<file path="src/rtl/ml_acc_pkg.sv">
// Shared types and size helpers for the convolution sequencer and its MAC.
package ml_acc_pkg;

  localparam int DATA_W = 32;
  localparam int OPND_W = 16;

  typedef enum logic [2:0] {IDLE, ISSUE, TAIL, WRITE, DONE} state_t;

  // Loop counters; wide enough for feature maps up to 255 pixels per side.
  typedef logic [7:0] idx_t;

  function automatic int out_dim(int in_dim, int k);
    return in_dim - k + 1;
  endfunction

  function automatic int num_pix(int in_dim, int k);
    return out_dim(in_dim, k) * out_dim(in_dim, k);
  endfunction

  function automatic int lin_addr(int row, int col, int dim);
    return row * dim + col;
  endfunction

endpackage

</file>
<file path="src/rtl/ml_acc_conv_seq_if.sv">
// BRAM-side bundle of the convolution sequencer: input/weight read ports and output write port.
interface ml_acc_conv_seq_if #(
  parameter int AW = 10
);
  import ml_acc_pkg::*;

  logic              in_en_o;
  logic [AW-1:0]     in_addr_o;
  logic [DATA_W-1:0] in_rdata_i;
  logic              w_en_o;
  logic [AW-1:0]     w_addr_o;
  logic [DATA_W-1:0] w_rdata_i;
  logic              out_en_o;
  logic [3:0]        out_we_o;
  logic [AW-1:0]     out_addr_o;
  logic [DATA_W-1:0] out_wdata_o;

  modport master (
    output in_en_o, in_addr_o, w_en_o, w_addr_o,
    output out_en_o, out_we_o, out_addr_o, out_wdata_o,
    input  in_rdata_i, w_rdata_i
  );

  modport slave (
    input  in_en_o, in_addr_o, w_en_o, w_addr_o,
    input  out_en_o, out_we_o, out_addr_o, out_wdata_o,
    output in_rdata_i, w_rdata_i
  );

endinterface

</file>
<file path="src/rtl/ml_acc_mac.sv">
// Signed 16x16 multiply into a wrapping 32-bit accumulator register; clear wins over enable.
// acc_nxt_o is the value the accumulator takes at the coming edge, so a caller can capture it same-cycle.
module ml_acc_mac
  import ml_acc_pkg::*;
(
  input  logic                     ACLK,
  input  logic                     ARESET,
  input  logic                     clr_i,
  input  logic                     en_i,
  input  logic signed [OPND_W-1:0] a_i,
  input  logic signed [OPND_W-1:0] b_i,
  output logic signed [DATA_W-1:0] acc_nxt_o
);

  logic signed [DATA_W-1:0] prod;
  logic signed [DATA_W-1:0] acc_q;
  logic signed [DATA_W-1:0] acc_d;

  assign prod = 32'(a_i) * 32'(b_i);

  always_comb begin
    acc_d = acc_q;
    if (clr_i) begin
      acc_d = '0;
    end else if (en_i) begin
      acc_d = acc_q + prod;
    end
  end

  always_ff @(posedge ACLK) begin
    if (ARESET) begin
      acc_q <= '0;
    end else begin
      acc_q <= acc_d;
    end
  end

  assign acc_nxt_o = acc_d;

endmodule

</file>
<file path="src/rtl/ml_acc_conv_seq.sv">
// Stride-1 unpadded 2-D convolution sequencer: per output pixel, K*K lockstep reads, MAC, one write.
// Each pixel takes K*K+2 cycles; ML_ACC_SEQ_RELU_EN clamps negative results to zero on write.
module ml_acc_conv_seq
  import ml_acc_pkg::*;
#(
  parameter int IN_DIM = 7,
  parameter int K      = 5,
  parameter int AW     = 10
) (
  input  logic               ACLK,
  input  logic               ARESET,
  input  logic               start_i,
  output logic               busy_o,
  output logic               done_o,
  output logic               irq_o,
  ml_acc_conv_seq_if.master  bram
);

  localparam int   OUT_DIM = out_dim(IN_DIM, K);
  localparam idx_t KM1     = idx_t'(K - 1);
  localparam idx_t OM1     = idx_t'(OUT_DIM - 1);
  localparam idx_t ONE     = idx_t'(1);

  state_t            state_q;
  idx_t              r_q, c_q, kr_q, kc_q;
  logic              busy_q, done_q, irq_q;
  logic              rd_en_q, rd_vld_q;
  logic [AW-1:0]     in_addr_q, w_addr_q, out_addr_q;
  logic              out_en_q;
  logic [3:0]        out_we_q;
  logic [DATA_W-1:0] out_wdata_q;

  logic              kc_end, c_end, last_tap, last_pix, mac_clr;
  idx_t              kc_inc, kr_inc, c_inc, r_inc;
  logic signed [DATA_W-1:0] acc_nxt;
  logic              unused_hi;

  function automatic logic [DATA_W-1:0] wr_val(input logic signed [DATA_W-1:0] a);
`ifdef ML_ACC_SEQ_RELU_EN
    return a[DATA_W-1] ? '0 : a;
`else
    return a;
`endif
  endfunction

  assign kc_end   = (kc_q == KM1);
  assign kc_inc   = kc_end ? '0 : kc_q + ONE;
  assign kr_inc   = kc_end ? kr_q + ONE : kr_q;
  assign last_tap = kc_end && (kr_q == KM1);
  assign c_end    = (c_q == OM1);
  assign c_inc    = c_end ? '0 : c_q + ONE;
  assign r_inc    = c_end ? r_q + ONE : r_q;
  assign last_pix = c_end && (r_q == OM1);

  // Read data lags the enable by one cycle, so the MAC enable is the delayed read enable.
  assign mac_clr  = (state_q == IDLE) || (state_q == WRITE);

  ml_acc_mac u_mac (
    .ACLK      (ACLK),
    .ARESET    (ARESET),
    .clr_i     (mac_clr),
    .en_i      (rd_vld_q),
    .a_i       (bram.in_rdata_i[OPND_W-1:0]),
    .b_i       (bram.w_rdata_i[OPND_W-1:0]),
    .acc_nxt_o (acc_nxt)
  );

  always_ff @(posedge ACLK) begin
    if (ARESET) begin
      state_q     <= IDLE;
      r_q         <= '0;
      c_q         <= '0;
      kr_q        <= '0;
      kc_q        <= '0;
      busy_q      <= 1'b0;
      done_q      <= 1'b0;
      irq_q       <= 1'b0;
      rd_en_q     <= 1'b0;
      rd_vld_q    <= 1'b0;
      in_addr_q   <= '0;
      w_addr_q    <= '0;
      out_addr_q  <= '0;
      out_en_q    <= 1'b0;
      out_we_q    <= '0;
      out_wdata_q <= '0;
    end else begin
      irq_q       <= 1'b0;
      out_en_q    <= 1'b0;
      out_we_q    <= '0;
      out_wdata_q <= '0;
      rd_vld_q    <= rd_en_q;
      case (state_q)
        IDLE: begin
          if (start_i) begin
            state_q   <= ISSUE;
            busy_q    <= 1'b1;
            done_q    <= 1'b0;
            r_q       <= '0;
            c_q       <= '0;
            kr_q      <= '0;
            kc_q      <= '0;
            rd_en_q   <= 1'b1;
            in_addr_q <= '0;
            w_addr_q  <= '0;
          end
        end
        ISSUE: begin
          if (last_tap) begin
            state_q <= TAIL;
            rd_en_q <= 1'b0;
            kr_q    <= '0;
            kc_q    <= '0;
          end else begin
            kr_q      <= kr_inc;
            kc_q      <= kc_inc;
            in_addr_q <= AW'(lin_addr(int'(r_q) + int'(kr_inc), int'(c_q) + int'(kc_inc), IN_DIM));
            w_addr_q  <= AW'(lin_addr(int'(kr_inc), int'(kc_inc), K));
          end
        end
        TAIL: begin
          // acc_nxt already holds the final product of this pixel.
          state_q     <= WRITE;
          out_en_q    <= 1'b1;
          out_we_q    <= 4'hF;
          out_addr_q  <= AW'(lin_addr(int'(r_q), int'(c_q), OUT_DIM));
          out_wdata_q <= wr_val(acc_nxt);
        end
        WRITE: begin
          if (last_pix) begin
            state_q <= DONE;
            busy_q  <= 1'b0;
            done_q  <= 1'b1;
            irq_q   <= 1'b1;
          end else begin
            state_q   <= ISSUE;
            r_q       <= r_inc;
            c_q       <= c_inc;
            rd_en_q   <= 1'b1;
            in_addr_q <= AW'(lin_addr(int'(r_inc), int'(c_inc), IN_DIM));
            w_addr_q  <= '0;
          end
        end
        DONE: begin
          state_q <= IDLE;
        end
        default: begin
          state_q <= IDLE;
        end
      endcase
    end
  end

  assign unused_hi        = ^{bram.in_rdata_i[DATA_W-1:OPND_W], bram.w_rdata_i[DATA_W-1:OPND_W]};

  assign busy_o           = busy_q;
  assign done_o           = done_q;
  assign irq_o            = irq_q;
  assign bram.in_en_o     = rd_en_q;
  assign bram.in_addr_o   = in_addr_q;
  assign bram.w_en_o      = rd_en_q;
  assign bram.w_addr_o    = w_addr_q;
  assign bram.out_en_o    = out_en_q;
  assign bram.out_we_o    = out_we_q;
  assign bram.out_addr_o  = out_addr_q;
  assign bram.out_wdata_o = out_wdata_q;

endmodule

</file>
<file path="src/flat_wrapper.sv">
// flat-port wrapper written by rule: the top's interface ports become plain ports
module ml_acc_conv_seq_flat import ml_acc_pkg::*;
#(
  parameter int IN_DIM = 7,
  parameter int K      = 5,
  parameter int AW     = 10
)
  (ACLK, ARESET, start_i, busy_o, done_o, irq_o, bram_in_en_o, bram_in_addr_o, bram_w_en_o, bram_w_addr_o, bram_out_en_o, bram_out_we_o, bram_out_addr_o, bram_out_wdata_o, bram_in_rdata_i, bram_w_rdata_i);
  ml_acc_conv_seq_if #(.AW(AW)) bram_i ();
  input  logic ACLK;
  input  logic ARESET;
  input  logic start_i;
  output logic busy_o;
  output logic done_o;
  output logic irq_o;
  output wire logic [$bits(bram_i.in_en_o)-1:0] bram_in_en_o;
  output wire logic [$bits(bram_i.in_addr_o)-1:0] bram_in_addr_o;
  output wire logic [$bits(bram_i.w_en_o)-1:0] bram_w_en_o;
  output wire logic [$bits(bram_i.w_addr_o)-1:0] bram_w_addr_o;
  output wire logic [$bits(bram_i.out_en_o)-1:0] bram_out_en_o;
  output wire logic [$bits(bram_i.out_we_o)-1:0] bram_out_we_o;
  output wire logic [$bits(bram_i.out_addr_o)-1:0] bram_out_addr_o;
  output wire logic [$bits(bram_i.out_wdata_o)-1:0] bram_out_wdata_o;
  input wire logic [$bits(bram_i.in_rdata_i)-1:0] bram_in_rdata_i;
  input wire logic [$bits(bram_i.w_rdata_i)-1:0] bram_w_rdata_i;
  assign bram_in_en_o = bram_i.in_en_o;
  assign bram_in_addr_o = bram_i.in_addr_o;
  assign bram_w_en_o = bram_i.w_en_o;
  assign bram_w_addr_o = bram_i.w_addr_o;
  assign bram_out_en_o = bram_i.out_en_o;
  assign bram_out_we_o = bram_i.out_we_o;
  assign bram_out_addr_o = bram_i.out_addr_o;
  assign bram_out_wdata_o = bram_i.out_wdata_o;
  assign bram_i.in_rdata_i = bram_in_rdata_i;
  assign bram_i.w_rdata_i = bram_w_rdata_i;
  ml_acc_conv_seq #(.IN_DIM(IN_DIM), .K(K), .AW(AW)) u_core (.ACLK(ACLK), .ARESET(ARESET), .start_i(start_i), .busy_o(busy_o), .done_o(done_o), .irq_o(irq_o), .bram(bram_i));
endmodule
</file>
<file path="config.mk">
export PLATFORM = sky130hd
export DESIGN_NAME = ml_acc_conv_seq_flat
export DESIGN_NICKNAME = d
export VERILOG_FILES = /design/src/rtl/ml_acc_pkg.sv /design/src/rtl/ml_acc_conv_seq_if.sv /design/src/rtl/ml_acc_mac.sv /design/src/rtl/ml_acc_conv_seq.sv /design/src/flat_wrapper.sv
export SDC_FILE = /design/constraint.sdc
export NUM_CORES = 1
export LEC_CHECK = 0
export BUFFER_PORTS_ARGS = -buffer_cell sky130_fd_sc_hd__buf_2
export CORE_UTILIZATION = 69
export CTS_BUF_LIST = sky130_fd_sc_hd__clkbuf_8
export DETAILED_ROUTE_END_ITERATION = 6
export GPL_ROUTABILITY_DRIVEN = 0
export GPL_TIMING_DRIVEN = 0
export PLACE_DENSITY = 0.91
export SLEW_MARGIN = 5
export SYNTH_ARGS = -nofsm -noshare
export SYNTH_HDL_FRONTEND = slang
export SYNTH_SLANG_ARGS = --single-unit
</file>
<file path="constraint.sdc">
create_clock -name ACLK -period 15.8 [get_ports ACLK]
set_input_delay 0.79 -clock ACLK [delete_from_list [all_inputs] [get_ports ACLK]]
set_output_delay 0.79 -clock ACLK [all_outputs]
set_load 0.01 [all_outputs]
</file>
======== Word level (Yosys, flattened, before mapping) ========
Index checks and enable logic that the tools add are counted.
storage, ports and cells
  register bits ........................... 139
  bits of input ports ..................... 67
  logic and storage cells ................. 100
operators by class
  add/sub/neg operators ................... 11
  multipliers ............................. 5
  equality and inequality tests ........... 12
  mux-type cells .......................... 38
  bitwise logic cells ..................... 2
  reduce and logical (&&, ||, !) cells .... 15
operator list
  kind                   count
  $mux 8                 9
  $mux 32                2
  $pmux 8 s2             4
  $pmux 10 s3            2
  $mux 10                5
  $add 32x32->32         1
  $add 8x1->8 const B    4
  $mul 16x16->32         1
  $mul 32x4->10 const B  1
  $add 10x9->10          3
  $mul 8x3->10 const B   2
  $add 8x8->9            2
  $eq 8x2->1 const B     2
  $eq 8x3->1 const B     2
  $pmux 3 s4             1
  $add 10x10->10         1
  $mul 8x2->10 const B   1
  $mux 3                 3
  $mux 1                 8
  $reduce_and 4->1       2
  $eq 3x2->1 const B     2
  $ne 2x2->1 const B     3
  $reduce_and 3->1       2
  $mux 4                 1
  other kinds (12)       19

======== Longest topological paths before layout ========
  depth after elaboration ................. 7
  mapped depth ............................ 28
  mapped depth without buffers ............ 27

======== Cells and area by module ========
A second synthesis with hierarchy kept.
second synthesis, totals
  cells, all modules ...................... 2213
  area, all modules ....................... 19884.1 µm²
modules (own cells, without submodules)
  module           times used  cells an instance  area each (µm²)
  ml_acc_mac       1           1381               12391.9
  ml_acc_conv_seq  1           832                7492.2

======== Worst setup path after synthesis ========
Ideal clock, no wire load.
  kind .................................... in2reg
  from .................................... in bram_w_rdata_i[1]
  to ...................................... reg u_core.out_wdata_q[31], in the netlist u_core.bram.out_wdata_o[31]
  setup time .............................. 0.092 ns
  arrival ................................. 6.366 ns
  data required time ...................... 15.708 ns
  setup slack ............................. 9.342 ns
  cell stages on the path ................. 22
  cell sequence ........................... clkbuf_1 > nand2_1 > inv_1 > fa_1 > inv_1 > fa_1 > inv_1 > fa_1 > fa_1 > fa_1 > inv_1 > fa_1 > inv_1 > ha_1 > a21oi_1 > o211ai_1 > a21boi_0 > nor2_1 > and2_1 > o2111ai_1 > nor3_1 > nor4_1
on the way
  longest elaborated chain between the ends .. 4
ends and longest elaborated chain
  what                  RTL line                text
  from (decl)           flat_wrapper.sv:25      input wire logic [$bits(bram_i.w_rdata_i)-1:0] bram_w_rdata_i;
  $mul 16x16->32        ml_acc_mac.sv:19        assign prod = 32'(a_i) * 32'(b_i);
  $add 32x32->32        ml_acc_mac.sv:26        acc_d = acc_q + prod;
  $mux 32               ml_acc_mac.sv:25        end else if (en_i) begin
  $mux 32               ml_acc_mac.sv:23        if (clr_i) begin
  to (signal assigned)  ml_acc_conv_seq.sv:126  out_wdata_q <= wr_val(acc_nxt);
  to (decl)             ml_acc_conv_seq.sv:31   logic [DATA_W-1:0] out_wdata_q;
No other way between the ends.
A chain may end at the register's enable or synchronous reset.

======== Worst setup path after layout ========
Ends and elaborated chain as after synthesis.

==> impl_metrics.tcl <==
set metrics [dict create \
    worstSetupEndpoint "u_core.bram.out_wdata_o[31]" \
    synth.avg_cell_area_sq_um 8.97 \
    cp_common_cell "fa_1" \
    cts_resized 0 \
    cts_tree "yes" \
    cp_top_family "adder cells" \
    grt_setup_unrepaired "no" \
    hpwl_um 43100 \
    skew_ns 0.0158 \
    grt_max_degree 17 \
    wl_per_cell_um 19.2 \
    cts_setup_buffers 0 \
    diodes 0 \
    synth_warnings 0 \
    synth_flop_cell "dfxtp_1" \
    drv_cap 0 \
    drtIter0Drc 1686 \
    r2r-end "u_core.bram.in_addr_o[9]" \
    ctsRootBufferMaster "clkbuf_8" \
    grt_pass1_wl_um 83700 \
    ys_ff_latch 135 \
    clock_path_buffers 2 \
    post-route-min-period_ns 7.27 \
    core_sq_mm 0.0279 \
    area_growth_pct 7.05 \
    drc 0 \
    grtUsageTotal_pct 37.8 \
    antenna_left 0 \
    seq_area_frac_synth_pct 13.8 \
    cpPeakStageDelay_ns 0.72 \
    htreeDepth 4 \
    async_reset_ff_share_pct 0 \
    slew_viol_final 0 \
    holdBufCountCts 0 \
    clock.fmax_mhz 138 \
    first_global_vias 16800 \
    required_ns 16.13 \
    worstSetupEndpointType "flop" \
    post-route-period-util_pct 46.0 \
    clkTransAtPathRegs_ns 0.08 \
    rows 61 \
    fin_setup_tns_ns 0 \
    insertion_delay_ns 0.48 \
    crit_start "bram_w_rdata_i[1]" \
    worst_slew_pin_slew_ns 0.842 \
    hp-start "u_core.bram.out_addr_o[4]" \
    crit_chain "buf_2 > clkbuf_1 > nand2_1 > inv_1 > fa_1 > inv_1 > fa_1 > inv_1 > fa_1 > fa_1 > fa_1 > inv_1 > fa_1 > inv_1 > ha_1 > a21oi_1 > o211ai_1 > a21boi_0 > nor2_1 > and2_1 > o2111ai_1 > nor3_1 > nor4_1" \
    drive_gt1_share_pct 7.12 \
    r2r_cells 28 \
    vias 16200 \
    r2r_slack_ns 8.99 \
    netlist_area_sq_mm 0.0195 \
    io_pins 139 \
    port_buffers 106 \
    start_util_pct 70.2 \
    setup_viol 0 \
    slowest_stage "fa_1" \
    synth_top_area_share_pct 34.4 \
    synth_cell_types 72 \
    via_per_inst 6.01 \
    slew-limit-headroom_pct 43.9 \
    die-area_sq_mm 0.0290 \
    crit_type "input port to flop" \
    path_max_fanout 10 \
    hold_viol_final 0 \
    status "complete, no violations" \
    fp.dieW_um 170 \
    synth_largest_area_cell "fa_1" \
    worstReg2RegStart "u_core.kc_q[0]" \
    cts_made_buffers 17 \
    grt.overflow.total 0 \
    synth_area_leaders "fa_1, dfxtp_1, ha_1" \
    die_h_um 170 \
    synth_edf_count 0 \
    hp-class "flop to flop" \
    antenna_found_initial 0 \
    worstPathBufferInverterCount 7 \
    final_nets 2896 \
    dr.pass1.iters 7 \
    clock_sinks 135 \
    cp.depth 23 \
    syn_inst 2180 \
    arrival_ns 7.60 \
    start_kind "input port" \
    wl_um 51900 \
    syn_nets 2771 \
]
per-layer routing:
metal	routed length (um)	vias to the layer above	GRT usage (%)
met4	3530	0	22.6
li1	-	7024	-
met1	18300	7894	46.1
met3	5420	284	9.14
met2	24600	1014	61.0
met5	0	-	0
per-stage QoR:
step	instances	hold WS [ns]	utilization, %	instance area, sq um	setup WS [ns]
CTS	2696	0.464	75.1	20900	8.61
detailed placement	2664	0.446	73.8	20500	8.21
global route	2696	0.488	75.1	20900	8.15
floorplan	2180	0.457	-	19500	9.34
global placement	2664	0.440	73.8	20500	8.27
finish	2696	0.461	75.1	20900	8.53
layout by cell type (no fill, tap or decap), types with 8 or more instances in the layout:
| cell type | count |
|---|---|
| nor2_1 | 139 |
| nor3_1 | 43 |
| clkbuf_1 | 64 |
| buf_2 | 108 |
| o22ai_1 | 9 |
| a211oi_1 | 13 |
| xnor2_1 | 71 |
| o21ai_0 | 55 |
| nand2b_1 | 15 |
| mux2i_1 | 23 |
| and3_1 | 11 |
| inv_1 | 440 |
| nand3_1 | 19 |
| a21o_1 | 23 |
| fa_1 | 336 |
| ha_1 | 188 |
| nand2_1 | 193 |
| dfxtp_1 | 135 |
| o21bai_1 | 8 |
| a21oi_1 | 96 |
| and2_1 | 130 |
| o211ai_1 | 11 |
| clkbuf_8 | 18 |
| nor2b_1 | 21 |
| a22oi_1 | 21 |
| xor2_1 | 24 |
kinds of logic after synthesis:
family                     share of synthesized area [%]
and+or+nand+nor                                     15.5
adders and majority gates                           46.4
buffers and inverters                               10.2
AOI/OAI and AO/OA                                   8.40
DFF                                                 13.8
xor gates and xnor gates                            4.52
muxes                                               1.18
Yosys cell counts (3+ instances only):
| library cell | instances |
|---|---|
| o22ai_1 | 9 |
| and2_1 | 130 |
| a211oi_1 | 13 |
| a21boi_0 | 3 |
| buf_4 | 5 |
| xor2_1 | 24 |
| a22oi_1 | 21 |
| ha_1 | 188 |
| a21oi_1 | 96 |
| a21o_1 | 23 |
| xnor2_1 | 71 |
| nor3_1 | 43 |
| nand3b_1 | 5 |
| nor4_1 | 5 |
| nand2b_1 | 15 |
| dfxtp_1 | 135 |
| or2_2 | 3 |
| o211ai_1 | 11 |
| mux2i_1 | 23 |
| nor2_1 | 139 |
| buf_1 | 4 |
| o21bai_1 | 8 |
| o21ai_0 | 55 |
| o21a_1 | 5 |
| nor2b_1 | 21 |
| nand3_1 | 19 |
| and3_1 | 11 |
| fa_1 | 336 |
| inv_1 | 440 |
| nand2_1 | 193 |
| clkbuf_1 | 64 |
| a31oi_1 | 5 |
| nand4_1 | 5 |
| or3_1 | 5 |
area by class of cell:
class | instances | area [sq um]
multi-input combinational | 1526 | 14900
clock inverter | 15 | 140
sequential | 135 | 2700
clock buffer | 17 | 234
fill | 1802 | 6930
timing repair buffer | 106 | 531
buffer | 77 | 328
tap | 378 | 473
inverter | 442 | 1660
registers in the layout (all words and copies together), names as in the netlist, 3 cells and up:
register / cells
u_core.bram.out_wdata_o: 32
u_core.u_mac.acc_q: 32
u_core.bram.in_addr_o: 10
u_core.bram.out_addr_o: 10
u_core.bram.w_addr_o: 10
u_core.c_q: 8
u_core.kc_q: 8
u_core.kr_q: 8
u_core.r_q: 8
u_core.state_q: 3
how the worst min path moves through the flow:
stage                                             end  slack, ns  depth (start not counted)
after floorplan           u_core.bram.out_wdata_o[16]       0.46                          2
after global placement      u_core.bram.out_addr_o[4]       0.44                          2
after detailed placement    u_core.bram.out_addr_o[6]       0.45                          2
after CTS                   u_core.bram.out_addr_o[3]       0.46                          2
after global routing        u_core.bram.out_addr_o[3]       0.49                          2
final                       u_core.bram.out_addr_o[4]       0.46                          2
worst min-delay path: cells and delay by family (launching register included):
family | cells | cell delay, ns
AO/OA/AOI/OAI | 1 | 0.05
flip-flops | 1 | 0.31
AND/OR/NAND/NOR | 1 | 0.05
Power is not shown: default switching activity piles up to over one toggle a cycle in this logic, so the estimate is an artifact.
